==> config.mk <==
export PLATFORM = sky130hd
export DESIGN_NAME = seg7_scan2_flat
export DESIGN_NICKNAME = d
export VERILOG_FILES = /design/src/rtl/seg7_scan2_if.sv /design/src/rtl/seg7_scan2.sv /design/src/flat_wrapper.sv
export SDC_FILE = /design/constraint.sdc
export NUM_CORES = 1
export LEC_CHECK = 0
export ABC_CLOCK_PERIOD_IN_PS = 5300
export CORE_ASPECT_RATIO = 1.1
export CORE_MARGIN = 4
export CORE_UTILIZATION = 60
export CTS_CLUSTER_SIZE = 20
export DETAILED_ROUTE_END_ITERATION = 8
export GPL_TIMING_DRIVEN = 0
export PLACE_DENSITY = 0.88
export SLEW_MARGIN = 5
export SYNTH_ARGS = -nofsm -noshare
export SYNTH_HDL_FRONTEND = slang
export SYNTH_SLANG_ARGS = --single-unit
==> constraint.sdc <==
create_clock -name clk -period 5.3 [get_ports clk]
set_input_delay 1.06 -clock clk [delete_from_list [all_inputs] [get_ports clk]]
set_output_delay 1.06 -clock clk [all_outputs]
set_load 0.02 [all_outputs]
==> src/rtl/seg7_scan2_if.sv <==
// Digit/segment bus between the BCD counter and the two-digit scan driver.
// load is a one-cycle capture strobe with no back-pressure: every cycle with
// load=1 samples dig0/dig1 into the pending pair, and the sink is always ready.
// swg/an0/an1/frame are registered outputs of the driver, active-low where noted.
interface seg7_scan2_if;
    logic [3:0] dig0;   // ones digit, BCD
    logic [3:0] dig1;   // tens digit, BCD
    logic       load;   // capture strobe
    logic [6:0] swg;    // segments g..a, active-low
    logic       an0;    // ones anode, active-low
    logic       an1;    // tens anode, active-low
    logic       frame;  // one-cycle pulse on ones-slot entry

    modport master (
        output dig0, dig1, load,
        input  swg, an0, an1, frame
    );

    modport slave (
        input  dig0, dig1, load,
        output swg, an0, an1, frame
    );
endinterface

==> src/rtl/seg7_scan2.sv <==
// Two-digit time-multiplexed 7-segment driver. Digits are double-buffered
// (pending -> display at frame start) so a frame never shows a torn value.
// Each digit slot is followed by an all-dark gap to suppress ghosting.
module seg7_scan2 #(
    parameter int REFRESH_DIV  = 20000,
    parameter int BLANK_CYCLES = 2,
    parameter bit LZB          = 1'b1
) (
    input  logic        clk,
    input  logic        rst,
    seg7_scan2_if.slave bus,
    output logic [1:0]  dbg_state
);

    localparam int MAXLEN = (REFRESH_DIV > BLANK_CYCLES) ? REFRESH_DIV : BLANK_CYCLES;
    localparam int CW     = (MAXLEN > 1) ? $clog2(MAXLEN) : 1;
    localparam logic [CW-1:0] ON_LAST  = CW'(REFRESH_DIV - 1);
    localparam logic [CW-1:0] GAP_LAST = CW'(BLANK_CYCLES - 1);

    typedef enum logic [1:0] {
        D0_ON = 2'd0,
        GAP0  = 2'd1,
        D1_ON = 2'd2,
        GAP1  = 2'd3
    } state_t;

    state_t        state, state_n;
    logic [CW-1:0] cnt, cnt_n;
    logic          slot_end;
    logic          enter_frame;

    logic [3:0] p0, p1;   // pending digits
    logic [3:0] q0, q1;   // digits shown in the current frame
    logic [3:0] q0_view;

    logic [6:0] swg_n;
    logic       an0_n, an1_n, frame_n;

    // Active-low segment decode, g..a; non-BCD codes show a dash.
    function automatic logic [6:0] seg_decode(input logic [3:0] d);
        logic [6:0] s;
        case (d)
            4'd0:    s = 7'h40;
            4'd1:    s = 7'h79;
            4'd2:    s = 7'h24;
            4'd3:    s = 7'h30;
            4'd4:    s = 7'h19;
            4'd5:    s = 7'h12;
            4'd6:    s = 7'h02;
            4'd7:    s = 7'h78;
            4'd8:    s = 7'h00;
            4'd9:    s = 7'h10;
            default: s = 7'h3F;
        endcase
        return s;
    endfunction

    assign dbg_state = state;

    // FSM state and slot counter register; reset restarts the scan from GAP1.
    always_ff @(posedge clk or posedge rst) begin
        if (rst) begin
            state <= GAP1;
            cnt   <= '0;
        end else begin
            state <= state_n;
            cnt   <= cnt_n;
        end
    end

    // Slot sequencing: leave a state when its counter reaches length-1.
    always_comb begin
        state_n  = state;
        slot_end = 1'b0;
        case (state)
            D0_ON, D1_ON: slot_end = (cnt == ON_LAST);
            default:      slot_end = (cnt == GAP_LAST);
        endcase
        if (slot_end) begin
            case (state)
                D0_ON:   state_n = GAP0;
                GAP0:    state_n = D1_ON;
                D1_ON:   state_n = GAP1;
                default: state_n = D0_ON;
            endcase
        end
        cnt_n       = slot_end ? '0 : cnt + 1'b1;
        enter_frame = slot_end && (state == GAP1);
    end

    // Next output values follow the state being entered. On the frame-entry
    // edge the display pair is being loaded from the pending pair, so the
    // ones digit is taken from the pending register for that one cycle.
    always_comb begin
        swg_n   = 7'h7F;
        an0_n   = 1'b1;
        an1_n   = 1'b1;
        frame_n = enter_frame;
        q0_view = enter_frame ? p0 : q0;
        case (state_n)
            D0_ON: begin
                an0_n = 1'b0;
                swg_n = seg_decode(q0_view);
            end
            D1_ON: begin
                if (!(LZB && (q1 == 4'd0))) begin
                    an1_n = 1'b0;
                    swg_n = seg_decode(q1);
                end
            end
            default: ;
        endcase
    end

    // Digit buffers: pending follows LOAD, display copies pending at frame entry.
    always_ff @(posedge clk or posedge rst) begin
        if (rst) begin
            p0 <= 4'd0;
            p1 <= 4'd0;
            q0 <= 4'd0;
            q1 <= 4'd0;
        end else begin
            if (enter_frame) begin
                q0 <= p0;
                q1 <= p1;
            end
            if (bus.load) begin
                p0 <= bus.dig0;
                p1 <= bus.dig1;
            end
        end
    end

    // Registered display outputs.
    always_ff @(posedge clk or posedge rst) begin
        if (rst) begin
            bus.swg   <= 7'h7F;
            bus.an0   <= 1'b1;
            bus.an1   <= 1'b1;
            bus.frame <= 1'b0;
        end else begin
            bus.swg   <= swg_n;
            bus.an0   <= an0_n;
            bus.an1   <= an1_n;
            bus.frame <= frame_n;
        end
    end

endmodule

==> src/flat_wrapper.sv <==
// flat-port wrapper written by rule: the top's interface ports become plain ports
module seg7_scan2_flat 
#(
    parameter int REFRESH_DIV  = 20000,
    parameter int BLANK_CYCLES = 2,
    parameter bit LZB          = 1'b1
)
  (clk, rst, dbg_state, bus_dig0, bus_dig1, bus_load, bus_swg, bus_an0, bus_an1, bus_frame);
  seg7_scan2_if bus_i ();
  input  logic clk;
  input  logic rst;
  output logic [1:0] dbg_state;
  input wire logic [$bits(bus_i.dig0)-1:0] bus_dig0;
  input wire logic [$bits(bus_i.dig1)-1:0] bus_dig1;
  input wire logic [$bits(bus_i.load)-1:0] bus_load;
  output wire logic [$bits(bus_i.swg)-1:0] bus_swg;
  output wire logic [$bits(bus_i.an0)-1:0] bus_an0;
  output wire logic [$bits(bus_i.an1)-1:0] bus_an1;
  output wire logic [$bits(bus_i.frame)-1:0] bus_frame;
  assign bus_i.dig0 = bus_dig0;
  assign bus_i.dig1 = bus_dig1;
  assign bus_i.load = bus_load;
  assign bus_swg = bus_i.swg;
  assign bus_an0 = bus_i.an0;
  assign bus_an1 = bus_i.an1;
  assign bus_frame = bus_i.frame;
  seg7_scan2 #(.REFRESH_DIV(REFRESH_DIV), .BLANK_CYCLES(BLANK_CYCLES), .LZB(LZB)) u_core (.clk(clk), .rst(rst), .bus(bus_i), .dbg_state(dbg_state));
endmodule
# ---- After elaboration in Yosys (flattened, before gate mapping)
# Memory sizes are Yosys's and may differ from the RTL's.
# Cells that the tools add are included.
dict set report totals {
  ff_bits 43
  romBits 224
  output_inout_bits 12
  wordCells 34
  mem_count 2
}
# memory depth width read_ports rd_ports_with_merged_regs write_ports line_no
set memory_table {}
lappend memory_table {{(no name shown)} 16 7 1 0 0 seg7_scan2.sv:42} ;# case (d)
lappend memory_table {{(no name shown)} 16 7 1 0 0 seg7_scan2.sv:42}
dict set report op_classes {
  addsub 1
  eq_ne 6
  muxes 10
  reduce_logical 5
}
# operator n
set ops {}
lappend ops {{$add A15 B1 Y15 const B} 1}
lappend ops {{$eq A15 B1 Y1 const B} 1}
lappend ops {{$eq A15 B15 Y1 const B} 1}
lappend ops {{$mux W15} 1}
lappend ops {{$pmux W7 S2} 1}
lappend ops {{$mux W7} 1}
lappend ops {{$eq A2 B2 Y1 const B} 3}
lappend ops {{$pmux W2 S3} 1}
lappend ops {{$logic_not A2 Y1} 2}
lappend ops {{$logic_not A4 Y1} 1}
lappend ops {{$mux W1} 4}
lappend ops {{$mux W4} 1}
lappend ops {{$eq A2 B1 Y1 const B} 1}
lappend ops {{$mux W2} 1}
lappend ops {{$reduce_or A2 Y1} 1}
lappend ops {{$logic_and A1 B1 Y1} 1}

# ---- Depth between registers and ports, before layout
# Gate-level depths: netlist (run 1).
# An unclocked memory read counts as a cell.
dict set report logic_depth {
  depth_word 7
  depth_mapped 11
}

# ---- Least setup slack after synthesis (run 1)
# No wires, ideal clock.
dict set report synth_timing {
  path_type {reg2reg}
  start {register u_core.cnt[5]}
  end {register u_core.bus.swg[4]}
  arrival_time_ns 2.482
  setup_slack_ns 2.712
  path_stages_with_launch 9
  path_cell_list {dfrtp_1 -> nor4b_1 -> nand2_1 -> nor4_4 -> mux2i_1 -> inv_1 -> ha_1 -> mux2_2 -> a222oi_1}
}
dict set report synth_between {
  elab_chain_len 6
  elab_cells_between_ends 10
  cone_classes {eq/ne (3); mux (4); reduce/logical (2); memory (1)}
}
# item line_no
set synth_rtl {}
lappend synth_rtl {{from (decl)} seg7_scan2.sv:28} ;# logic [CW-1:0] cnt, cnt_n;
lappend synth_rtl {{from (signal assigned)} seg7_scan2.sv:67} ;# cnt <= cnt_n;
lappend synth_rtl {{$eq A15 B1 Y1 / $eq A15 B15 Y1 (equally long branches)} {seg7_scan2.sv:77, seg7_scan2.sv:76}}
lappend synth_rtl {{$mux W1 (*)} seg7_scan2.sv:75} ;# case (state)
lappend synth_rtl {{$logic_and A1 B1 Y1} seg7_scan2.sv:88} ;# enter_frame = slot_end && (state == GAP1);
lappend synth_rtl {{$mux W4} --}
lappend synth_rtl {{$mem_v2 Z16 W7} --}
lappend synth_rtl {{$pmux W7 S2 (*)} seg7_scan2.sv:100} ;# case (state_n)
lappend synth_rtl {{named net u_core.swg_n[4]} seg7_scan2.sv:36} ;# logic [6:0] swg_n;
lappend synth_rtl {{to (signal assigned)} seg7_scan2.sv:142} ;# bus.swg <= swg_n;
lappend synth_rtl {{to (decl)} seg7_scan2_if.sv:21} ;# output swg, an0, an1, frame
# Mark *: on every way through the listed nets, which the timed path passes. The rest lies on a longest branch.
# A chain may end at the register's enable or synchronous reset.

# ---- Final worst setup path (run 1)
dict set report layout_timing {
  start {register u_core.cnt[10]}
  end {register u_core.bus.swg[4]}
}
# Same word-level chain as after synthesis.

==> impl_metrics.yaml, run 1 <==
drt:
  drt_iter0_drc: 126
  routedWlPerCell_um: 14.7
  ant_nets: 0
  vias_per_cell: 5.63
  dr.pass1.iters: 4
  dr_total_vias: 1643
  drc: 0
  wirelength_um: 4310
clock_network:
  clk_pin_slew_ns: 0.08
  holdBufCountCts: 0
  clock_latency_ns: 0.30
  cts.path.max_buffers: 2
  post_cts_buffers: 0
  cts_buffers: 5
  ctsHtreeMaxLevel: 2
  cts.sinks: 43
  cts-resized-gates: 0
  cts-root-buf: "clkbuf_8"
  tritoncts: "done"
timing:
  hold_violations: 0
  max_freq_mhz: 331
  slew_headroom_pct: 59.1
  min_period_ns: 3.02
  tightest_slew_ns: 0.610
  skew_ns: 0.00727
  final.period_utilization_pct: 57.0
  grt_setup_unrepaired: "no"
  finalSetupViolCount: 0
  maxSlewViolCount: 0
  setup_slack_ns: 2.28
  setup_tns_ns: 0
placed_design:
  gp_congestion: 0.819
  place_hpwl_um: 3100
  dp_cells: 284
  postPlaceCellArea_um2: 2570
  port_buffers: 21
  dpl_worst_slack_ns: 2.36
yosys:
  synth_fp_nets: 238
  ys.flop_type: "dfrtp_1"
  ys_seq_elements: 43
  synth_area_um2: 2280
  synthCells: 212
  synthDistinctLibCells: 41
  async_flop_share_pct: 100
  syn_avg_cell_area_um2: 10.8
  ys_warn_count: 0
  synth_edf_count: 0
  yosysSeqAreaShare_pct: 47.8
final_layout:
  diodes: 0
  syn2layout_area_growth_pct: 17.4
  fin_area_um2: 2680
  nets: 267
  fillers: 279
  finalNonFillerCells: 292
  drive_gt1_share_pct: 19.4
power:
  leakagePower_nw: 1.15
  irDropWorstVdd_v: 0.000188
  finalPower_mw: 0.592
  power_density_nw_per_um2: 221
floorplanning:
  die-area_um2: 4850
  core_um2: 3650
  initial_core_util_pct: 62.4
  die_h_um: 72.7
  rows: 23
  ioPinCount: 23
  fp.dieW_um: 66.8
status:
  status: "completed"
hold_path:
  hold_path_class: "reg2reg"
global_route:
  grt_usage_pct: 20.4
  grt-ovfl-total: 0
  grt_max_degree: 44
  grt_pass1_wl_um: 7470
  grt_pass1_vias: 1714
  antenna_found_initial: 0
worst_setup_path:
  critPathMaxFanout: 7
  cp.required_ns: 5.50
  cp.arrival_ns: 3.22
  critical_path_class: "reg2reg"
  startpoint_type: "flip-flop"
  endpoint_kind: "flip-flop"
run:
  cap_violations: 0
[through the flow]
| step | hold WS [ns] | util [%] |
|---|---|---|
| final | 0.499 | 73.2 |
| after global routing | 0.530 | 73.2 |
| after detailed placement | 0.485 | 70.4 |
| after floorplan | 0.446 | - |
| after global placement | 0.464 | 69.8 |
| after CTS | 0.503 | 73.2 |
[cells in the final DEF (no fill, tap or decap), drive strengths merged, types with 2 or more instances in the layout]
cell,instances
a21oi,6
ha,15
nor3,6
a21o,2
a222oi,2
inv,17
clkdlybuf4s50,21
and3,3
or2,2
buf,6
nand4,2
a31oi,3
clkbuf,10
dfstp,11
xnor2,9
nand3,7
o21ai,7
a211oi,9
nor4,4
o41a,2
mux2i,4
nand2,12
xor2,4
mux2,14
nor2b,3
nor2,18
dfrtp,32
[per-layer routing]
layer	wire length [um]	up-vias	track usage [%]	part of all wire (%)
li1	-	797	-	-
met2	2320	29	37.6	54
met4	82	0	9.26	1.9
met1	1770	809	22.3	41
met5	0	-	0	0
met3	136	8	4.01	3.2
[cell families after synthesis]
| group | count (synthesis) | synth area share [%] |
|---|---|---|
| simple gates | 61 | 13.9 |
| mux | 18 | 8.67 |
| xor+xnor | 13 | 4.99 |
| compound gates | 36 | 11.7 |
| buf+inv | 26 | 4.67 |
| flops | 43 | 47.8 |
| fa+ha+maj | 15 | 8.23 |
[critical path, stage by stage (launching register included)]
cell      delay [ns]
dfrtp_1         0.36
buf_2           0.17
nor4_1          0.34
a21oi_1         0.25
nor4_4          0.39
mux2i_1         0.49
inv_1           0.13
ha_1            0.20
mux2_2          0.25
a222oi_1        0.33
[where the power goes]
group / internal [mW] / total, mW / switching (mW)
Sequential: 0.334 / 0.339 / 0.00447
Clock: 0.118 / 0.229 / 0.111
Combinational: 0.0134 / 0.0232 / 0.00981
[worst paths after layout]
| path | startpoint | end | slack, ns | cells after the start |
|---|---|---|---|---|
| min in group asynchronous | rst | u_core.cnt[4] | 1.10 | 3 |
| min reg2reg | u_core.p1[0] | u_core.q1[0] | 0.50 | 2 |
| max reg2reg | u_core.cnt[10] | u_core.bus.swg[4] | 2.28 | 9 |
| min | u_core.p1[0] | u_core.q1[0] | 0.50 | 2 |
| max in group asynchronous | rst | u_core.bus.swg[1] | 3.93 | 3 |
| max | u_core.cnt[10] | u_core.bus.swg[4] | 2.28 | 9 |
[final cells by class]
type	instances	area (um^2)	area share (%)
buffer	8	38.8	1.45
clock buffer	7	96.3	3.60
clock inverter	1	7.51	0.281
inverter	18	67.6	2.52
multi-input combinational	143	1080	40.5
sequential	43	1090	40.7
tap	50	62.6	2.34
timing repair buffer	22	230	8.60
[state kept, by name (all words and copies together) (netlist names)]
name              count
u_core.bus.an1        1
u_core.bus.swg        7
u_core.dbg_state      2
u_core.p0             4
u_core.q0             4
u_core.bus.frame      1
u_core.bus.an0        1
u_core.cnt           15
u_core.p1             4
u_core.q1             4
[synth_stat cells (3+ instances only)]
cell type / number / area (um^2)
inv_1: 15 / 56.3
buf_2: 4 / 20.0
a31oi_1: 3 / 18.8
mux2_2: 14 / 158
xnor2_1: 9 / 78.8
nor2b_1: 3 / 18.8
nor2_1: 18 / 67.6
a211oi_1: 9 / 67.6
xor2_1: 4 / 35.0
mux2i_1: 4 / 40.0
dfstp_2: 11 / 289
nand2_1: 12 / 45.0
nor3_1: 5 / 25.0
nor4_1: 3 / 18.8
o21ai_1: 3 / 15.0
dfrtp_1: 32 / 801
and3_1: 3 / 18.8
clkbuf_1: 3 / 11.3
ha_1: 15 / 188
a21oi_1: 6 / 30.0
o21ai_0: 4 / 20.0
nand3_1: 7 / 35.0
No activity file was read; power rests on OpenSTA's default activity.
==> run 2, diff against run 1 <==
Settings changed: ABC_CLOCK_PERIOD_IN_PS 5300 to 2540, CORE_UTILIZATION 60 to 51, PLACE_DENSITY 0.88 to 0.81.
Clock period 5.3 ns to 2.54 ns, I/O delays scaled along.
==> impl_metrics.yaml, run 2 (synthesis results as in run 1) <==
status:
  status: "completed"
timing:
  finalSetupViolCount: 0
  final.period_utilization_pct: 99.1
  slew_headroom_pct: 67.0
  max_freq_mhz: 397
  grt_setup_unrepaired: "yes"
  skew_ns: 0.0137
  setup_slack_ns: 0.0224
  whs_ns: 0.482
  hold_violations: 0
  maxSlewViolCount: 0
  tightest_slew_ns: 0.495
  min_period_ns: 2.52
final_layout:
  nets: 287
  syn2layout_area_growth_pct: 32.6
  seqCellArea_um2: 1090
  top_register: "u_core.cnt"
  diodes: 0
  fin_area_um2: 3020
  reg_top3: "u_core.cnt (15), u_core.bus.swg (7)"
  layout.cells.most_common: "dfrtp_1"
  final_cell_mix: "28 x dfrtp_1, 21 x clkdlybuf4s50_1, 19 x buf_4"
  multi_input_area_um2: 1250
  drive_gt1_share_pct: 34.4
  largest_register_ffs: 15
  fillers: 311
  finalNonFillerCells: 316
global_route:
  grt_pass1_wl_um: 7940
  grt-ovfl-total: 0
  antenna_found_initial: 0
  grt_usage_pct: 18.1
  grt_max_degree: 24
  grt_pass1_vias: 1696
drt:
  ant_nets: 0
  dr.pass1.iters: 4
  top_layer_used: "met4"
  wl_met2_um: 2510
  met3_length_um: 202
  drt_iter0_drc: 89
  wirelength_um: 4850
  drc: 0
  dr_total_vias: 1761
  wl_met1_um: 2000
  routedWlPerCell_um: 15.3
  vias_per_cell: 5.57
run:
  cap_violations: 0
placed_design:
  gp_congestion: 0.822
  port_buffers: 21
  place_hpwl_um: 3210
  dpl_worst_slack_ns: -0.339
  postPlaceCellArea_um2: 2600
  dp_cells: 288
clock_network:
  cts-root-buf: "clkbuf_8"
  clock_latency_ns: 0.30
  holdBufCountCts: 0
  cts.path.max_buffers: 2
  ctsHtreeMaxLevel: 2
  cts.sinks: 43
  cts_buffers: 5
  clk_pin_slew_ns: 0.08
  tritoncts: "done"
worst_setup_path:
  path_cells: "buf_2, nor4_4, a21oi_4, buf_4, o41a_1, a21oi_2, mux2_4, a222oi_1"
  r2r_slack_ns: 0.02
  critical_path_class: "reg2reg"
  cp_slowest_stage_delay_ns: 0.40
  startpoint: "u_core.cnt[11]"
  r2r-start: "u_core.cnt[11]"
  startpoint_type: "flip-flop"
  cp.required_ns: 2.73
  worstReg2RegEnd: "u_core.bus.swg[4]"
  reg2reg_depth: 8
  endpoint_kind: "flip-flop"
  cp_slowest_cell: "o41a_1"
  critPathMaxFanout: 6
  critical-path-top-delay-family: "compound AO/OA/AOI/OAI gates"
  cp_num_buf_inv: 2
  cp.arrival_ns: 2.71
hold_path:
  whs_endpoint: "u_core.q1[1]"
  holdCritStartpoint: "u_core.p1[1]"
  min_path_cells: 2
  hold_path_class: "reg2reg"
floorplanning:
  core_um2: 4320
  ioPinCount: 23
  die_h_um: 78.1
  die-area_um2: 5600
  fp.dieW_um: 71.7
  initial_core_util_pct: 52.8
  rows: 25
power:
  finalPower_mw: 1.28
  power_density_nw_per_um2: 424
  irDropWorstVdd_v: 0.000397
  leakagePower_nw: 1.29
## run 2: changes by cell type in the layout (fill, tap and decap cells not counted), moves of 4 or more
cell,delta
buf_4,+18
a211oi_1,-5
a211oi_2,+4
dfrtp_1,-4
dfrtp_2,+4
## run 2: worst max path at each step
stage / depth (start not counted) / endpoint
2_1_floorplan: 8 / u_core.bus.swg[4]
3_3_place_gp: 10 / u_core.bus.swg[3]
3_5_place_dp: 8 / u_core.bus.swg[5]
4_1_cts: 9 / u_core.bus.swg[4]
5_1_grt: 10 / u_core.bus.swg[4]
6_report: 8 / u_core.bus.swg[4]
## run 2: cell type report
cell class	instances	share of cell area, %
buffer	8	1.37
clock buffer	7	2.52
clock inverter	1	0.993
inverter	18	2.36
multi-input combinational	143	41.2
sequential	43	36.2
tap	54	2.24
timing repair buffer	42	13.1
## run 2: power breakdown
| group | total [mW] | switching, mW | internal, mW | leakage [nW] |
|---|---|---|---|---|
| Clock | 0.520 | 0.225 | 0.294 | 0.0524 |
| Combinational | 0.0507 | 0.0212 | 0.0295 | 0.713 |
| Sequential | 0.710 | 0.0125 | 0.698 | 0.522 |
## run 2: worst min-delay path: stages, from the launching register on
cell and delay [ns]:
dfrtp_1 0.34, nand2_1 0.05, o21ai_0 0.06
## run 2: timing repair
action                     CTS  global route
setup buffers                6            14
resized for setup            8            28
setup endpoints to repair    7             7
pin swaps                    2            16
## run 2: layer usage
layer / track usage (%) / up-vias
li1: - / 839
met1: 20.9 / 869
met2: 31.3 / 41
met3: 4.61 / 12
met4: 7.89 / 0
met5: 0 / -
## run 2: metrics by stage
step / util, % / TNS [ns]
2_1_floorplan: - / 0
3_3_place_gp: 59.5 / -1.42
3_5_place_dp: 60.2 / -1.59
4_1_cts: 64.8 / 0
5_1_grt: 70.0 / -0.171
6_report: 70.0 / 0
==> run 3, diff against run 2 <==
Settings changed: CAP_MARGIN set to 10, REMOVE_ABC_BUFFERS set to 1, SLEW_MARGIN 5 to 40.
==> impl_metrics.yaml, run 3 (synthesis results as in run 1) <==
floorplanning:
  die_h_um: 78.1
  ioPinCount: 23
  die-area_um2: 5600
  initial_core_util_pct: 52.8
  core_um2: 4320
  rows: 25
  fp.dieW_um: 71.7
drt:
  routedWlPerCell_um: 15.3
  drt_iter0_drc: 106
  dr_total_vias: 1670
  dr.pass1.iters: 4
  vias_per_cell: 5.42
  drc: 0
  wirelength_um: 4700
  ant_nets: 0
worst_setup_path:
  startpoint_type: "flip-flop"
  cp.arrival_ns: 2.72
  cp_num_buf_inv: 1
  cp.required_ns: 2.73
  r2r_slack_ns: 0.02
  cp_slowest_stage_delay_ns: 0.43
  critical_path_class: "reg2reg"
  critPathMaxFanout: 5
  critical-path-top-delay-family: "compound AO/OA/AOI/OAI gates"
  cp_slowest_cell: "o41a_1"
  path_cells: "nor4b_4, nand2_2, buf_4, o41a_1, a21oi_2, mux2_2, a222oi_1"
  endpoint_kind: "flip-flop"
power:
  leakagePower_nw: 1.21
  swShare_pct: 21.5
  power_switching_mw: 0.251
  irDropWorstVdd_v: 0.000307
  p_int_mw: 0.917
  seqPwrFrac_pct: 60.6
  p_comb_share_pct: 4.0
  clkPwrFrac_pct: 35.4
  power_density_nw_per_um2: 408
final_layout:
  nets: 279
  layout.cells.most_common: "dfrtp_1"
  top_register: "u_core.cnt"
  fillers: 341
  drive_gt1_share_pct: 29.5
  finalNonFillerCells: 308
  largest_register_ffs: 15
  syn2layout_area_growth_pct: 25.5
  diodes: 0
  reg_top3: "u_core.cnt (15), u_core.bus.swg (7)"
  fin_area_um2: 2860
  multi_input_area_um2: 1170
  seqCellArea_um2: 1090
  final_cell_mix: "30 x dfrtp_1, 22 x clkdlybuf4s50_1, 19 x buf_4"
hold_path:
  hold_path_class: "reg2reg"
clock_network:
  holdBufCountCts: 0
  clock_latency_ns: 0.29
  cts.sinks: 43
  cts_buffers: 5
  tritoncts: "done"
  clk_pin_slew_ns: 0.08
  ctsHtreeMaxLevel: 2
  cts.path.max_buffers: 2
  cts-root-buf: "clkbuf_8"
placed_design:
  place_hpwl_um: 3010
  dp_cells: 280
  postPlaceCellArea_um2: 2530
  port_buffers: 22
  gp_congestion: 0.782
global_route:
  antenna_found_initial: 0
  grt-ovfl-total: 0
  grt_pass1_wl_um: 7770
  grt_usage_pct: 17.8
  grt_pass1_vias: 1733
  grt_max_degree: 44
timing:
  finalSetupViolCount: 0
  setup_tns_ns: 0
  skew_ns: 0.00766
  maxSlewViolCount: 0
  slew_headroom_pct: 65.1
  max_freq_mhz: 396
  grt_setup_unrepaired: "yes"
  min_period_ns: 2.52
  tightest_slew_ns: 0.523
  final.period_utilization_pct: 99.3
  hold_violations: 0
status:
  status: "completed"
run:
  cap_violations: 0
[run 3: cell count changes in the layout (fill, tap and decap cells not counted), sizes merged]
cell,before,now
buf,25,20
bufinv,1,0
clkinv,0,1
clkbuf,11,7
clkdlybuf4s50,21,22
[run 3: cell type report]
| type | count | share of cell area (%) |
|---|---|---|
| multi-input combinational | 143 | 41.0 |
| timing repair buffer | 42 | 13.1 |
| clock buffer | 7 | 2.67 |
| sequential | 43 | 38.2 |
| tap | 54 | 2.36 |
| inverter | 18 | 2.58 |
| clock inverter | 1 | 0.175 |
[run 3: worst reg2reg max path: stages (launching register included)]
cell      delay [ns]
dfrtp_1         0.41
nor4b_4         0.31
nand2_2         0.14
buf_4           0.18
o41a_1          0.43
a21oi_2         0.26
mux2_2          0.38
a222oi_1        0.31
[run 3: worst paths after layout]
kind,to,start,cells past startpoint
min in group asynchronous,u_core.cnt[11],rst,2
max in group asynchronous,u_core.cnt[1],rst,2
hold reg to reg,u_core.q1[1],u_core.p1[1],2
setup / recovery,u_core.bus.swg[4],u_core.cnt[13],7
hold / removal,u_core.q1[1],u_core.p1[1],2
setup reg to reg,u_core.bus.swg[4],u_core.cnt[13],7
[run 3: power by group through the flow]
stage / clock [mW] / sequential [mW] / combinational, mW
after detailed placement: 0 / 0.719 / 0.0476
after floorplan: 0 / 0.716 / 0.0248
final: 0.413 / 0.708 / 0.0463
after global placement: 0 / 0.718 / 0.0449
after CTS: 0.430 / 0.708 / 0.0478
after global routing: 0.458 / 0.710 / 0.0515
[run 3: repair_timing]
item / 4_1_cts / 5_1_grt
endpoints found under the hold margin: 0 / 0
resized for setup: 13 / 9
endpoints found under the setup margin: 9 / 7
pin swaps: 3 / 7
buffers inserted: 9 / 11
[run 3: per-stage QoR]
step	worst slack (ns)	util [%]	power, mW	hold slack (ns)
after floorplan	-0.323	-	0.741	0.446
after global routing	-0.118	66.3	1.22	0.526
after global placement	-0.697	58.6	0.763	0.461
after detailed placement	-0.808	58.6	0.767	0.463
after CTS	0.00234	63.5	1.19	0.480
final	0.0171	66.3	1.17	0.477
[run 3: routing by layer]
metal | routed length (um) | global-route usage [%] | vias to the layer above | share of wire, %
li1 | - | - | 823 | -
met2 | 2440 | 31.0 | 39 | 52
met4 | 159 | 10.2 | 0 | 3.4
met3 | 159 | 3.84 | 14 | 3.4
met5 | 0 | 0 | - | 0
met1 | 1940 | 19.7 | 794 | 41
